### config.mk
export PLATFORM = sky130hd
export DESIGN_NAME = or32_split
export DESIGN_NICKNAME = d
export VERILOG_FILES = /design/src/rtl/or32_split_pkg.sv /design/src/rtl/or32_split_lsb_isolate.sv /design/src/rtl/or32_split.sv
export SDC_FILE = /design/constraint.sdc
export NUM_CORES = 1
export LEC_CHECK = 0
export BUFFER_PORTS_ARGS = -buffer_cell sky130_fd_sc_hd__buf_2
export CORE_ASPECT_RATIO = 1.1
export CORE_UTILIZATION = 57
export CTS_CLUSTER_DIAMETER = 30
export DETAILED_ROUTE_END_ITERATION = 8
export PLACE_DENSITY = 0.84
export RECOVER_POWER = 100
export SLEW_MARGIN = 20
export SYNTH_ARGS = -nofsm -noshare
export SYNTH_HDL_FRONTEND = slang
export SYNTH_HIERARCHICAL = 1
export SYNTH_SLANG_ARGS = --single-unit
### constraint.sdc
create_clock -name clock -period 7.7 [get_ports clock]
set_input_delay 0 -clock clock [delete_from_list [all_inputs] [get_ports clock]]
set_output_delay 0 -clock clock [all_outputs]
set_load 0.05 [all_outputs]
### src/rtl/or32_split_pkg.sv
// or32_split_pkg: shared types and constants for the or32_split bit-splitter.
// Optional feature macro used by the slice: OR32_SPLIT_INDEX_EN (adds out_index).
package or32_split_pkg;

    // Two-state control: waiting for a word, or emitting its one-hot beats.
    typedef enum logic {
        S_IDLE = 1'b0,
        S_EMIT = 1'b1
    } state_t;

    localparam int DEFAULT_WIDTH = 32;

    // Width of the binary bit-position encoding for a WIDTH-bit word.
    function automatic int index_width(input int width);
        return (width > 1) ? $clog2(width) : 1;
    endfunction

endpackage

### src/rtl/or32_split_lsb_isolate.sv
// lsb_isolate: combinational lowest-set-bit extractor for the or32_split remainder.
// Produces the isolated bit, the "this is the final bit" flag and, when
// OR32_SPLIT_INDEX_EN is defined, the binary position of the isolated bit.
module lsb_isolate
    import or32_split_pkg::*;
#(
    parameter int WIDTH = DEFAULT_WIDTH
) (
    input  logic [WIDTH-1:0] rem,
    input  logic             zero_flag,
    output logic [WIDTH-1:0] lsb,
`ifdef OR32_SPLIT_INDEX_EN
    output logic [index_width(WIDTH)-1:0] index,
`endif
    output logic             last
);

    localparam logic [WIDTH-1:0] ONE = WIDTH'(1);

    // Two's-complement trick isolates the lowest set bit; a zero word emits a
    // single all-zero beat that is always the last one.
    always_comb begin
        lsb  = zero_flag ? '0 : (rem & (~rem + ONE));
        last = zero_flag | ((rem & (rem - ONE)) == '0);
    end

`ifdef OR32_SPLIT_INDEX_EN
    localparam int IW = index_width(WIDTH);

    // One-hot to binary encoder; an all-zero beat encodes as position 0.
    always_comb begin
        index = '0;
        for (int i = 0; i < WIDTH; i++) begin
            if (lsb[i]) begin
                index = index | IW'(i);
            end
        end
    end
`endif

endmodule

### src/rtl/or32_split.sv
// or32_split: splits an accepted word into one-hot beats, lowest set bit first.
// A zero word yields one all-zero beat flagged last. The next word can load on
// the same edge that the last beat of the current word is taken, so words held
// back-to-back on the input stream without bubbles.
// Optional feature macro: OR32_SPLIT_INDEX_EN (adds the out_index port).
//
// Handshakes: a transfer happens on a rising clock edge where valid and ready
// are both high; valid never waits on ready, out_valid/out_bit/out_last/out_index
// hold steady while out_valid=1 and out_ready=0, and in_ready in EMIT follows
// out_last & out_ready combinationally.
module or32_split
    import or32_split_pkg::*;
#(
    parameter int WIDTH = DEFAULT_WIDTH
) (
    input  logic             clock,
    input  logic             resetn,
    input  logic             in_valid,
    output logic             in_ready,
    input  logic [WIDTH-1:0] in_word,
    output logic             out_valid,
    input  logic             out_ready,
    output logic [WIDTH-1:0] out_bit,
    output logic             out_last,
`ifdef OR32_SPLIT_INDEX_EN
    output logic [index_width(WIDTH)-1:0] out_index,
`endif
    output logic             busy
);

    state_t           state;
    state_t           state_nxt;
    logic [WIDTH-1:0] rem;
    logic [WIDTH-1:0] rem_nxt;
    logic             zero_flag;
    logic             zero_nxt;

    logic [WIDTH-1:0] iso_bit;
    logic             iso_last;
    logic             emit;
    logic             in_fire;
    logic             out_fire;
`ifdef OR32_SPLIT_INDEX_EN
    logic [index_width(WIDTH)-1:0] iso_index;
`endif

    lsb_isolate #(
        .WIDTH(WIDTH)
    ) u_lsb_isolate (
        .rem       (rem),
        .zero_flag (zero_flag),
        .lsb       (iso_bit),
`ifdef OR32_SPLIT_INDEX_EN
        .index     (iso_index),
`endif
        .last      (iso_last)
    );

    // State and remainder registers with synchronous active-low reset.
    always_ff @(posedge clock) begin
        if (!resetn) begin
            state     <= S_IDLE;
            rem       <= '0;
            zero_flag <= 1'b0;
        end else begin
            state     <= state_nxt;
            rem       <= rem_nxt;
            zero_flag <= zero_nxt;
        end
    end

    // Next state: load on accept, clear taken bits, chain or retire on the last beat.
    always_comb begin
        state_nxt = state;
        rem_nxt   = rem;
        zero_nxt  = zero_flag;
        in_fire   = in_valid & in_ready;
        out_fire  = out_valid & out_ready;
        case (state)
            S_IDLE: begin
                if (in_fire) begin
                    state_nxt = S_EMIT;
                    rem_nxt   = in_word;
                    zero_nxt  = (in_word == '0);
                end
            end
            S_EMIT: begin
                if (out_fire) begin
                    if (!out_last) begin
                        rem_nxt = rem & ~out_bit;
                    end else if (in_fire) begin
                        rem_nxt  = in_word;
                        zero_nxt = (in_word == '0);
                    end else begin
                        state_nxt = S_IDLE;
                        rem_nxt   = '0;
                        zero_nxt  = 1'b0;
                    end
                end
            end
            default: begin
                state_nxt = S_IDLE;
            end
        endcase
    end

    // Outputs: everything is forced quiet while resetn is low.
    always_comb begin
        emit      = resetn & (state == S_EMIT);
        out_valid = emit;
        busy      = emit;
        out_bit   = emit ? iso_bit : '0;
        out_last  = emit & iso_last;
        in_ready  = resetn & ((state == S_IDLE) | (iso_last & out_ready));
`ifdef OR32_SPLIT_INDEX_EN
        out_index = emit ? iso_index : '0;
`endif
    end

endmodule

==> impl_metrics.tcl <==
set metrics [dict create \
    status "finished clean" \
    drt-total-wl_um 8000 \
    worstPathCellList "or4_1 > nor4_1 > nand4b_1 > a211oi_1 > a21oi_1 > o41ai_1 > a21boi_0 > nor2_1 > buf_4 > nand2_1 > a21boi_0" \
    grt_antenna_before_repair 0 \
    gp_congestion 0.959 \
    vias 3084 \
    peakVddDrop_mv 0.0757 \
    fin_crit_ns 5.61 \
    synth_top_area_share_pct 26.5 \
    via_per_inst 6.19 \
    rr_worst_depth 11 \
    clkTransAtPathRegs_ns 0.07 \
    rsz0062_at_grt "no" \
    slew_headroom_pct 5.70 \
    gr-total-overflow 0 \
    crit_path_frequent_cell "a21boi_0" \
    maxCapViolations 0 \
    placementRows 25 \
    report.final.slew_viol_count 0 \
    syn-num-nets 394 \
    grt_pass1_wl_um 12900 \
    yosysSeqAreaShare_pct 26.5 \
    post-cts-setup-buffers 0 \
    root_buffer "clkbuf_8" \
    yosysTopAreaCell "dfxtp_1" \
    net-switching-power_uw 177 \
    drt_iter0_markers 279 \
    fin_tns_setup_ns 0 \
    dr.pass1.iters 5 \
    grt_max_degree 74 \
    synthCells 358 \
    worst-path-buf-inv 1 \
    cts_tree "yes" \
    synthArstFlopShare_pct 0 \
    post-route-util_pct 74.3 \
    ys_ff_latch 34 \
    timing.fmax_mhz 178 \
    clkPwrFrac_pct 26.1 \
    synth.avg_cell_area_um2 7.16 \
    ys.flop_type "dfxtp_1" \
    crit_slowest_cell "nor4_1" \
    antenna_left 0 \
    final_area_um2 3210 \
    p_per_area_nw_per_um2 152 \
    hold_viol 0 \
    max_stage_delay_ns 1.21 \
    die_area_um2 4770 \
    area_growth_syn_to_layout_pct 25.0 \
    p_leak_uw 0.00139 \
    cts_buffer_depth 2 \
    core_area_um2 4320 \
    cts_repair_resize_count 0 \
    p_comb_share_pct 32.5 \
    antenna_cells 0 \
    cp-start-kind "register" \
    cts_buffers 5 \
    synth_edf_count 0 \
    syn_area_um2 2560 \
    timing.rr.start "rem[0]$_SDFFE_PN0P_" \
    startpoint "rem[0]$_SDFFE_PN0P_" \
    p_sw_share_pct 36.5 \
    die_h_um 72.4 \
    fin_skew_ns 0.00201 \
    cp_max_fo 20 \
    critPathKind "reg2reg" \
    critPathRequiredTime_ns 7.89 \
    first_global_vias 2851 \
    grt_use_total_pct 34.3 \
    cp.arrival_ns 5.80 \
    wl_per_cell_um 16.1 \
    crit_path_end_kind "register" \
    final_layout_size_suffix_gt1_share_pct 12.2 \
    hold_ws_ns 0.00649 \
    hold_depth 3 \
    clock-sinks 34 \
    critical-path-top-delay-family "simple AND/OR/NAND/NOR gates" \
    crit_cells 11 \
    clk-insertion-delay-late_ns 0.29 \
    synth_warnings 6 \
    hold_start "in_word[31]" \
    hpwl_um 5050 \
    p_int_uw 309 \
    initial_core_util_pct 59.4 \
    finalCritPeriodShare_pct 72.9 \
    ctsHoldBuffers 32 \
    synthTopCellsByArea "dfxtp_1 27%, and3_1 10%, a21boi_0 9.7%" \
    h-tree-depth 2 \
    die_w_um 66.0 \
    yosysUniqueCellTypes 49 \
    hold_class "in2reg" \
    drc_errors 0 \
    io_pins 72 \
    final-setup-viol-count 0 \
    tightest_slew_ns 1.40 \
    port_buffers 71 \
    dpl_cell_area_um2 2890 \
    pwr-share-seq_pct 41.5 \
    nets 480 \
]
[cell type report]
| type | count | area [um2] |
|---|---|---|
| clock buffer | 7 | 76.3 |
| fill | 366 | 1110 |
| inverter | 4 | 15.0 |
| multi-input combinational | 295 | 1730 |
| sequential | 34 | 681 |
| tap | 54 | 67.6 |
| timing repair buffer | 104 | 642 |
[layer usage]
| metal | share of wire, % | global-route usage, % | wire, um |
|---|---|---|---|
| met1 | 43 | 42.7 | 3430 |
| met2 | 48 | 57.9 | 3860 |
| met3 | 6.2 | 6.45 | 496 |
| met4 | 2.6 | 13.5 | 210 |
| met5 | 0 | 0 | 0 |
[path summary, 6_finish.rpt]
| check | end | slack, ns |
|---|---|---|
| worst max-delay path | rem[5]$_SDFFE_PN0P_ | 2.09 |
| worst min-delay path | rem[31]$_SDFFE_PN0P_ | 0.006 |
| worst max register to register | rem[5]$_SDFFE_PN0P_ | 2.09 |
| worst min register to register | rem[22]$_SDFFE_PN0P_ | 0.54 |
[cell usage after synthesis, types with 6 or more instances]
library cell  instances
nor4_1                8
nor3_1                7
a21boi_0             33
nor3b_1               6
and3_1               43
nor2_1               49
clkbuf_1             19
nand2_1              39
dfxtp_1              34
o21ai_0              37
nor4b_1               8
or4_1                11
[cells by family after synthesis]
kind of cell | after synthesis | synth area share, %
flops | 34 | 26.5
buf+inv | 29 | 4.88
compound gates | 92 | 24.2
mux | 1 | 0.439
fa+ha+maj | 2 | 0.781
simple gates | 200 | 43.1
[registers in the layout (all words and copies together) (netlist names)]
| name | cells |
|---|---|
| rem | 32 |
| state | 1 |
| zero_flag | 1 |
[per-stage QoR]
stage          power (uW)  std cells  setup slack (ns)
3_5_place_dp          351        459              3.51
6_report              486        498              2.09
3_3_place_gp          348        459              3.71
4_1_cts               489        498              3.47
2_1_floorplan         313        358              4.35
5_1_grt               512        498              1.77
[worst reg2reg max path, stage by stage, from the launching register on]
cell and delay, ns:
dfxtp_1 0.36, or4_1 0.69, nor4_1 1.21, nand4b_1 0.43
a211oi_1 0.34, a21oi_1 0.08, o41ai_1 0.61, a21boi_0 0.31
nor2_1 0.79, buf_4 0.39, nand2_1 0.09, a21boi_0 0.22
[layout by cell type (no fill, tap or decap), types with 2 or more instances in the layout]
cell and count:
nand4_1 4, a211oi_1 3, nand3_1 4, a21oi_1 2
inv_1 4, o21a_1 3, nand2_1 39, nor4_1 9
clkbuf_1 35, a21boi_0 34, nor4b_1 9, or4_1 11
nor2b_1 2, or3_1 2, buf_2 38, o21ai_0 38
or2_2 4, maj3_1 2, and2_1 3, nor2_1 49
dlygate4sd3_1 32, and3_1 43, nor3_1 8, a21boi_1 2
clkbuf_8 5, dfxtp_1 34, nor3b_1 6
[power groups by stage]
| stage | sequential (uW) | clock [uW] | combinational, uW |
|---|---|---|---|
| 6_report | 201 | 127 | 158 |
| 3_3_place_gp | 204 | 0 | 144 |
| 4_1_cts | 201 | 128 | 160 |
| 2_1_floorplan | 197 | 0 | 116 |
| 3_5_place_dp | 205 | 0 | 147 |
| 5_1_grt | 203 | 135 | 174 |
No activity file was read; power rests on OpenSTA's default activity.
